$ cat src/rtl/range_health_monitor.sv
`default_nettype none
// ============================================================================
// Module      : range_health_monitor
// Description : Multi-channel min/max range monitor. Each channel is compared
//               against its own programmable window and the result is
//               debounced. The block reports a percentage health score and
//               runs a NORMAL/WARN/ALARM state machine; ALARM is cleared by
//               an operator acknowledge.
// Revision    : 1.0 - initial release
// ============================================================================
module range_health_monitor #(
  parameter int NCH           = 4,
  parameter int W             = 8,
  parameter int DEBOUNCE      = 3,
  parameter int ALARM_SAMPLES = 8
) (
  input  logic                                   clk,
  input  logic                                   rst,
  input  logic                                   sample_valid,
  input  logic [NCH*W-1:0]                       sample_data,
  input  logic                                   cfg_we,
  input  logic [((NCH > 1) ? $clog2(NCH) : 1)-1:0] cfg_addr,
  input  logic [W-1:0]                           cfg_min,
  input  logic [W-1:0]                           cfg_max,
  output logic [NCH-1:0]                         chan_ok,
  output logic [7:0]                             health,
  output logic                                   health_valid,
  output logic                                   alarm,
  output logic                                   warn,
  input  logic                                   alarm_ack
);

  localparam int AW  = (NCH > 1) ? $clog2(NCH) : 1;
  localparam int CW  = $clog2(DEBOUNCE + 1);
  localparam int FW  = $clog2(ALARM_SAMPLES + 1);
  localparam int PW  = $clog2(NCH + 1);
  // Wide enough for 100*NCH and never narrower than the 8-bit health port.
  localparam int HW  = ($clog2(100 * NCH + 1) > 8) ? $clog2(100 * NCH + 1) : 8;

  typedef enum logic [1:0] {
    ST_NORMAL = 2'd0,
    ST_WARN   = 2'd1,
    ST_ALARM  = 2'd2
  } state_t;

  state_t          state;
  logic [FW-1:0]   fault_cnt;
  logic            sample_d;
  logic [PW-1:0]   pop;
  logic            all_ok;

  genvar i;
  generate
    for (i = 0; i < NCH; i++) begin : g_chan
      logic [W-1:0]  thr_min;
      logic [W-1:0]  thr_max;
      logic [W-1:0]  x;
      logic          raw;
      logic          ok;
      logic [CW-1:0] cnt;

      assign x   = sample_data[i*W +: W];
      // An inverted window (min > max) can never be satisfied, so raw is 0.
      assign raw = (thr_min <= x) && (x <= thr_max);
      assign chan_ok[i] = ok;

      // Threshold registers; addresses that match no channel are dropped.
      always_ff @(posedge clk) begin
        if (rst) begin
          thr_min <= '0;
          thr_max <= '1;
        end else if (cfg_we && (cfg_addr == AW'(i))) begin
          thr_min <= cfg_min;
          thr_max <= cfg_max;
        end
      end

      // Debounce: ok flips only after DEBOUNCE consecutive disagreeing samples.
      always_ff @(posedge clk) begin
        if (rst) begin
          ok  <= 1'b0;
          cnt <= '0;
        end else if (sample_valid) begin
          if (raw == ok) begin
            cnt <= '0;
          end else if (cnt + CW'(1) == CW'(DEBOUNCE)) begin
            ok  <= ~ok;
            cnt <= '0;
          end else begin
            cnt <= cnt + CW'(1);
          end
        end
      end
    end
  endgenerate

  // Count of channels currently in range.
  always_comb begin
    pop = '0;
    for (int k = 0; k < NCH; k++) begin
      pop = pop + PW'(chan_ok[k]);
    end
  end

  assign all_ok = &chan_ok;

  // One-cycle delay of the sample strobe so scoring sees the updated chan_ok.
  always_ff @(posedge clk) begin
    if (rst) sample_d <= 1'b0;
    else     sample_d <= sample_valid;
  end

  // Health score and alarm state machine; ack is honoured on any cycle.
  always_ff @(posedge clk) begin
    if (rst) begin
      state        <= ST_NORMAL;
      fault_cnt    <= '0;
      warn         <= 1'b0;
      alarm        <= 1'b0;
      health       <= '0;
      health_valid <= 1'b0;
    end else begin
      health_valid <= sample_d;
      if (sample_d) begin
        health <= 8'((HW'(pop) * HW'(100)) / HW'(NCH));
      end
      case (state)
        ST_NORMAL: begin
          if (sample_d && !all_ok) begin
            fault_cnt <= FW'(1);
            if (ALARM_SAMPLES == 1) begin
              state <= ST_ALARM;
              alarm <= 1'b1;
            end else begin
              state <= ST_WARN;
              warn  <= 1'b1;
            end
          end
        end
        ST_WARN: begin
          if (sample_d) begin
            if (all_ok) begin
              state     <= ST_NORMAL;
              fault_cnt <= '0;
              warn      <= 1'b0;
            end else if (fault_cnt + FW'(1) == FW'(ALARM_SAMPLES)) begin
              state     <= ST_ALARM;
              fault_cnt <= fault_cnt + FW'(1);
              warn      <= 1'b0;
              alarm     <= 1'b1;
            end else begin
              fault_cnt <= fault_cnt + FW'(1);
            end
          end
        end
        ST_ALARM: begin
          if (alarm_ack && all_ok) begin
            state     <= ST_NORMAL;
            fault_cnt <= '0;
            alarm     <= 1'b0;
          end
        end
        default: begin
          state     <= ST_NORMAL;
          fault_cnt <= '0;
          warn      <= 1'b0;
          alarm     <= 1'b0;
        end
      endcase
    end
  end

endmodule
`default_nettype wire

$ cat config.mk
export PLATFORM = sky130hd
export DESIGN_NAME = range_health_monitor
export DESIGN_NICKNAME = d
export VERILOG_FILES = /design/src/rtl/range_health_monitor.sv
export SDC_FILE = /design/constraint.sdc
export NUM_CORES = 1
export LEC_CHECK = 0
export BUFFER_PORTS_ARGS = -buffer_cell sky130_fd_sc_hd__clkbuf_2
export CAP_MARGIN = 15
export CORE_ASPECT_RATIO = 2
export CORE_UTILIZATION = 40
export CTS_CLUSTER_DIAMETER = 100
export DETAILED_ROUTE_END_ITERATION = 8
export PLACE_DENSITY = 0.6
export SLEW_MARGIN = 40
export SYNTH_ARGS = -nofsm -noshare
export SYNTH_HDL_FRONTEND = slang
export SYNTH_SLANG_ARGS = --single-unit
$ cat constraint.sdc
create_clock -name clk -period 3.2 [get_ports clk]
set_input_delay 0.64 -clock clk [delete_from_list [all_inputs] [get_ports clk]]
set_output_delay 0.64 -clock clk [all_outputs]
set_load 0.03 [all_outputs]
# After elaboration in Yosys (flattened, before gate mapping)
# Cells that the tools add are included.
# W data, S select, Z words.
# word_totals
in_bits	55
out_inout_bits	15
reg_bits	93
word_cells	121
# classes
add_sub_neg	8
n_mux	29
multipliers	1
eq_ne	20
n_lt_le_gt_ge	8
reduce_logical	22
n_bitwise	10
# ops
op	count
$le A8 B8 Y1	8
$mux W2	13
$mux W4	4
$reduce_and A3 Y1	5
$eq A2 B2 Y1 const B	7
$pmux W4 S3	1
$reduce_and A4 Y1	3
$logic_and A1 B1 Y1	10
$ne A2 B2 Y1 const B	5
$not A1 Y1	10
$add A2 B1 Y2 const B	4
$mux W1	8
$mul A3 B5 Y7 const B	1
$pmux W1 S3	2
$pmux W2 S3	1
$reduce_and A5 Y1	1
$add A4 B1 Y4 const B	1
$eq A1 B1 Y1	4
$eq A2 B1 Y1 const B	2
$eq A4 B4 Y1 const B	1
$logic_not A2 Y1	2
$add A2 B1 Y3	1
$add A3 B1 Y3	1
$ne A3 B3 Y1 const B	1
2 further kinds	2

# Longest topological paths before layout
# Gate-level depths: netlist (run 1).
# depth
word_depth	6
depth_mapped	9

# Worst setup path after synthesis (run 1)
# No wires, ideal clock.
# synth_timing
path_kind	in2reg
startpoint	in sample_data[25]
endpoint	reg g_chan[3].ok
slack_ns	1.084
cell_stages	8
required_ns	3.130
arrival_time_ns	2.046
path_buffers	0
cell_sequence	inv_1 -> ha_1 -> nor2b_1 -> o211ai_1 -> a21oi_1 -> o21a_1 -> or4_1 -> a21oi_1
# synth_via
elab_chain_len	5
elab_cells_between_ends	6
# synth_rtl
element	line_no	rtl
start, declared	20	input logic [NCH*W-1:0] sample_data,
$le A8 B8 Y1	64	assign raw = (thr_min <= x) && (x <= thr_max);
$logic_and A1 B1 Y1 *	64	
$eq A1 B1 Y1 *	84	if (raw == ok) begin
$not A1 Y1 (no source line) *	--	
$reduce_and A3 Y1 (no source line) *	--	
end signal, assigned	87	ok <= ~ok;
end, declared	59	logic ok;
# Mark *: on every way between the ends. The rest lies on a longest branch, timed or not.
# A chain may end at the register's enable or synchronous reset.

# Final worst setup path (run 1)
# layout_timing
startpoint	reg g_chan[3].ok
endpoint	reg health[4]
# layout_via
elab_chain_len	2
# layout_rtl
element	line_no	rtl
$add A3 B1 Y3	101	pop = pop + PW'(chan_ok[k]);
via pop[0]	49	logic [PW-1:0] pop;
$mul A3 B5 Y7	125	health <= 8'((HW'(pop) * HW'(100)) / HW'(NCH));
end signal, assigned	125	
end, declared	26	output logic [7:0] health,
# The timed path passes the listed nets, and every way through them passes these cells.

==> impl_metrics.ini, run 1 <==
[logic_synthesis]
async_flop_share_pct = 0
avgSynthCellArea_um2 = 8.20
synthCells = 652
syn_area_mm2 = 0.00535
synth_flop_cell = dfxtp_1
seq_area_frac_synth_pct = 34.4
ys_warn_count = 0
synth_nets = 779
synth_edf_count = 0
synth.distinct_cells = 53
ys_seq_elements = 92

[floorplan]
ios = 70
start_util_pct = 41.1
die_area_mm2 = 0.0139
die_h_um = 166
dieWidth_um = 83.8
core_mm2 = 0.0130
row_count = 59

[clock_network]
cts-resized-gates = 0
cts_buffers = 9
root_buffer = clkbuf_16
numClockSinks = 92
cts_max_path_buffers = 2
clk_latency_ps = 340
cts_tree = done
postCtsSetupBuffers = 0
clk_pin_slew_ps = 70
cts.hold.buffers_added = 0
htree_num_levels = 3

[power]
p_switching_uw = 727
power_density_mw_per_mm2 = 448
p_int_uw = 1980
seq_power_share_pct = 45.7
p_clk_share_pct = 40.1
swShare_pct = 26.8
leakage_uw = 0.00294
peakVddDrop_uv = 289
combPwrFrac_pct = 14.2

[critical_path]
worst_setup_path_start_kind = flop
crit_arrival_ps = 2620
crit_required_ps = 3450
end_kind = flop
r2r_cells = 7
rr_startpoint = g_chan[3].ok
timing.rr.end = health[4]
crit_fanout = 10
crit_type = flop to flop
ff2ff_setup_slack_ps = 840

[timing]
max-slew-margin-rel_pct = 46.1
finalSetupViolations = 0
fin_crit_ps = 2360
finalClockSkew_ps = 6.05
worstMarginPinSlew_ps = 808
hold_viol_final = 0
finalCritPeriodShare_pct = 73.9
rsz0062_at_grt = false
fmax_mhz = 423
slew_viol_final = 0
tns_ps = 0

[worst_hold_path]
min_path_type = flop to flop
hold-path-cell-count = 2
hp-start = g_chan[1].thr_min[0]
hold_end = g_chan[1].thr_min[0]

[route]
dr.pass1.iters = 5
wirelength_mm = 13.5
num_vias = 4626
vias_per_cell = 5.39
route.detailed.drc = 0
drtIter0Drc = 160
drtAntennaViolNets = 0
wire_per_inst_um = 15.7

[place]
place_congestion = 0.823
io_buffers = 68
hpwl_mm = 10.7
placed_cells = 842
placed_area_mm2 = 0.00574

[grt]
grtUsageTotal_pct = 19.8
grt_max_degree = 84
grt_pass1_vias = 4527
grt_pass1_wl_mm = 21.3
grt_overflow_total = 0
antenna_found_initial = 0

[layout]
area_growth_pct = 13.0
final_area_mm2 = 0.00604
drive_gt1_share_pct = 14.3
layout_common_cells = 102 x nand2_1, 92 x dfxtp_1, 77 x inv_1
layout_commonest_cell = nand2_1
final_cell_count_no_fill = 858
finish.utilization_pct = 46.5
final_nets = 828
diodes = 0

[flow_run]
maxCapViolCount = 0

[outcome]
status = finished clean
==> state kept, by name (all words and copies together) (netlist names) <==
signal	count
fault_cnt	4
alarm	1
sample_d	1
state	2
health_valid	1
health	6
g_chan.cnt	8
g_chan.thr_min	32
g_chan.ok	4
warn	1
g_chan.thr_max	32
==> cell usage after synthesis (all sizes together) (5+ instances only) <==
| master | n | area share, % |
|---|---|---|
| a211o | 27 | 4.4 |
| a211oi | 5 | 0.70 |
| a21oi | 65 | 6.1 |
| a31oi | 6 | 0.98 |
| and3 | 5 | 0.59 |
| buf | 14 | 1.8 |
| clkbuf | 19 | 1.3 |
| dfxtp | 92 | 34 |
| ha | 69 | 16 |
| inv | 77 | 5.4 |
| nand2 | 103 | 7.4 |
| nand3 | 8 | 0.84 |
| nand3b | 13 | 1.8 |
| nand4 | 21 | 2.5 |
| nor2 | 45 | 3.2 |
| nor2b | 9 | 1.1 |
| o211ai | 12 | 1.8 |
| o21ai | 14 | 1.5 |
==> cell type report <==
class                   count  area [µm²]
fillers                  1311        6950
multi-input cells         450        3050
flip-flops and latches     92        1840
repair buffers             71         367
inverters                  77         289
clock buffers              11         243
well taps                 152         190
clock inverters             5        60.1
==> metal layers <==
metal | GRT usage, % | up-vias | share of wire, %
met4 | 10.5 | 0 | 4.0
met3 | 2.58 | 34 | 2.9
met2 | 40.8 | 103 | 58
met5 | 0 | - | 0
li1 | - | 2346 | -
met1 | 18.3 | 2143 | 35
==> how the worst max path moves through the flow <==
stage / from / end / slack (ps) / cells past startpoint
detailed placement: sample_data[17] / g_chan[2].cnt[0] / 760 / 9
finish: g_chan[3].ok / health[4] / 840 / 7
global placement: g_chan[3].ok / health[4] / 850 / 7
CTS: g_chan[3].ok / health[4] / 800 / 7
global route: g_chan[3].ok / health[4] / 680 / 7
floorplan: sample_data[25] / g_chan[3].ok / 1080 / 8
==> worst max-delay path, cell delays in order (launching register included) <==
cell      delay, ps
dfxtp_1         560
inv_1           140
fa_1            490
inv_1            40
ha_1            340
inv_1            70
fa_1            430
a211oi_1        220
==> power by group through the flow <==
stage / logic [µW] / registers [µW] / clock network (µW)
after global placement: 368 / 1260 / 0
after detailed placement: 387 / 1260 / 0
after floorplan: 257 / 1260 / 0
after CTS: 389 / 1240 / 1120
final: 385 / 1240 / 1090
after global routing: 434 / 1240 / 1160
==> through the flow <==
stage          hold WS [ps]  setup slack (ps)  total power [µW]
2_1_floorplan           436              1080              1510
3_3_place_gp            443               847              1630
3_5_place_dp            450               761              1650
4_1_cts                 459               805              2740
6_report                458               835              2710
5_1_grt                 479               682              2830
==> cells by family (layout without fill, tap and decap cells) <==
logic type / Yosys count / in the layout / synth area share [%]
simple gates: 225 / 225 / 20.4
compound gates: 146 / 146 / 18.3
buf+inv: 110 / 164 / 8.50
xor+xnor: 3 / 3 / 0.492
other cells: 1 / 1 / 0.0701
fa+ha+maj: 72 / 72 / 17.3
flops: 92 / 92 / 34.4
mux: 3 / 3 / 0.562
Note: power is estimated with default switching activity, not from simulation.
==> run 2, diff against run 1 <==
--- a/config.mk
+++ b/config.mk
@@ -5,6 +5,7 @@
 export SDC_FILE = /design/constraint.sdc
 export NUM_CORES = 1
 export LEC_CHECK = 0
+export ABC_AREA = 1
 export BUFFER_PORTS_ARGS = -buffer_cell sky130_fd_sc_hd__clkbuf_2
 export CAP_MARGIN = 15
 export CORE_ASPECT_RATIO = 2
==> constraint.sdc (replaced) <==
create_clock -name clk -period 2.2 [get_ports clk]
set_input_delay 0.44 -clock clk [delete_from_list [all_inputs] [get_ports clk]]
set_output_delay 0.44 -clock clk [all_outputs]
set_load 0.03 [all_outputs]
==> run 2 against run 1 <==
Core utilization rose by 0.42 points. Cell count rose by 9.0%. Global-route usage rose by 1.2 points. Worst hold slack got worse by 26 ps. Synthesized area fell by 1.6%. First-iteration DRC count rose by 67%. Sequential share of layout area fell by 0.10 points. Combinational power rose by 140%. Via count rose by 2.8%. Fmax rose by 15%.
==> impl_metrics.ini, run 2 <==
[outcome]
status = finished clean

[place]
place_congestion = 0.830
hpwl_mm = 10.8
io_buffers = 68

[route]
vias_per_cell = 5.09
dr.pass1.iters = 4
drtIter0Drc = 267
route.detailed.drc = 0
num_vias = 4757
wirelength_mm = 13.6
drtAntennaViolNets = 0
wire_per_inst_um = 14.6

[floorplan]
start_util_pct = 40.7
die_area_mm2 = 0.0136
ios = 70
row_count = 59
die_h_um = 164
dieWidth_um = 83.1
core_mm2 = 0.0129

[logic_synthesis]
netlist_top_cells_count = 124 x nand2_1, 108 x inv_1, 92 x dfxtp_1
synth_nets = 840
seq_area_frac_synth_pct = 35.0
async_flop_share_pct = 0
synthCells = 713
ys_warn_count = 0
avgSynthCellArea_um2 = 7.38
synth_most_common_cell = nand2_1
synth_edf_count = 0
synth.distinct_cells = 36
yosysTopAreaCell = dfxtp_1
synthTopCellsByArea = dfxtp_1 35%, ha_1 16%, nand2_1 8.8%, inv_1 7.7%, nor2_1 6.5%
ys_seq_elements = 92
synth_flop_cell = dfxtp_1
syn_area_mm2 = 0.00526
synth_top_cell_area_share_pct = 35.0

[clock_network]
postCtsSetupBuffers = 0
numClockSinks = 92
cts-resized-gates = 0
cts_buffers = 9
clk_latency_ps = 340
root_buffer = clkbuf_16
cts.hold.buffers_added = 0
clk_pin_slew_ps = 70
htree_num_levels = 3
cts_tree = done
cts_max_path_buffers = 2

[power]
leakage_uw = 0.00326
power_density_mw_per_mm2 = 701
peakVddDrop_uv = 462

[timing]
finalClockSkew_ps = 9.10
tns_ps = 0
finalCritPeriodShare_pct = 93.3
rsz0062_at_grt = false
slew_viol_final = 0
hold_viol_final = 0
fin_crit_ps = 2050
finalSetupViolations = 0
fmax_mhz = 487

[grt]
antenna_found_initial = 0
grt_overflow_total = 0
grt_max_degree = 26
grtUsageTotal_pct = 21.0
grt_pass1_vias = 4681
grt_pass1_wl_mm = 22.3

[layout]
area_growth_pct = 15.2
drive_gt1_share_pct = 14.2
layout_common_cells = 124 x nand2_1, 108 x inv_1, 92 x dfxtp_1
final_nets = 906
reg.largest.list = g_chan.thr_max: 32 flops, g_chan.thr_min: 32 flops, g_chan.cnt: 8 flops
layout_commonest_cell = nand2_1
finish.utilization_pct = 46.9
diodes = 0

[critical_path]
crit_required_ps = 2420
end_kind = flop
crit_fanout = 2
ff2ff_setup_slack_ps = 150
crit_type = flop to flop
crit_arrival_ps = 2270
worst_setup_path_start_kind = flop

[worst_hold_path]
min_path_type = primary input to flop

[flow_run]
maxCapViolCount = 0
## run 2: changes by cell type after synthesis, sizes merged, moves of 6 or more
cell,delta
nand3,+10
inv,+34
o211ai,+9
nand4,-10
o21ai,+48
nor2b,-9
a211o,-27
a31oi,-6
nor2,+48
nand3b,-13
nand2,+23
## run 2: kinds of logic after synthesis
group	synth area share (%)
simple gates	19.9
compound gates	16.6
buf+inv	10.7
flops	35.0
fa+ha+maj	17.5
xor+xnor	0.166
other cells	0.0713
## run 2: worst max-delay path, cell delays in order (launching register included)
cell,delay [ps]
dfxtp_1,330
inv_1,70
fa_1,560
inv_1,50
ha_1,310
inv_1,70
fa_1,480
a21oi_1,60
## run 2: where the power goes
group / switching (µW) / internal (µW) / total, µW
registers: 78.0 / 1790 / 1870
logic: 601 / 343 / 943
clock network: 680 / 760 / 1440
total: 1360 / 2890 / 4250
## run 2: cell type report
class                      count  area (µm²)
multi-input combinational    480        2860
sequential                    92        1840
tap                          152         190
timing repair buffer          80         468
clock inverter                 6        41.3
inverter                     116         438
fill                        1262        6860
clock buffer                   9         225
## run 2: path summary, 6_finish.rpt
kind / from / endpoint / depth (start not counted)
worst min-delay path: cfg_max[0] / g_chan[3].thr_max[0] / 3
worst max-delay path: g_chan[0].ok / health[4] / 7
worst max register to register: g_chan[0].ok / health[4] / 7
worst min register to register: alarm / alarm / 2
## run 2: layer usage
layer  vias up  GRT usage, %  routed length [µm]
met2        95          39.3                7290
met1      2196          22.0                5300
met3        29          3.42                 432
met4         0          11.2                 616
li1       2437             -                   -
met5         -             0                   0
## run 2: per-stage QoR
| stage | std cells | hold WS (ps) | area, µm² | power [µW] | worst slack [ps] |
|---|---|---|---|---|---|
| detailed placement | 920 | 443 | 5800 | 2850 | 148 |
| CTS | 935 | 421 | 6060 | 4300 | 133 |
| finish | 935 | 433 | 6060 | 4250 | 148 |
| global route | 935 | 434 | 6060 | 4490 | 46.5 |
| global placement | 920 | 441 | 5800 | 2820 | 182 |
| floorplan | 713 | 433 | 5260 | 2550 | 210 |
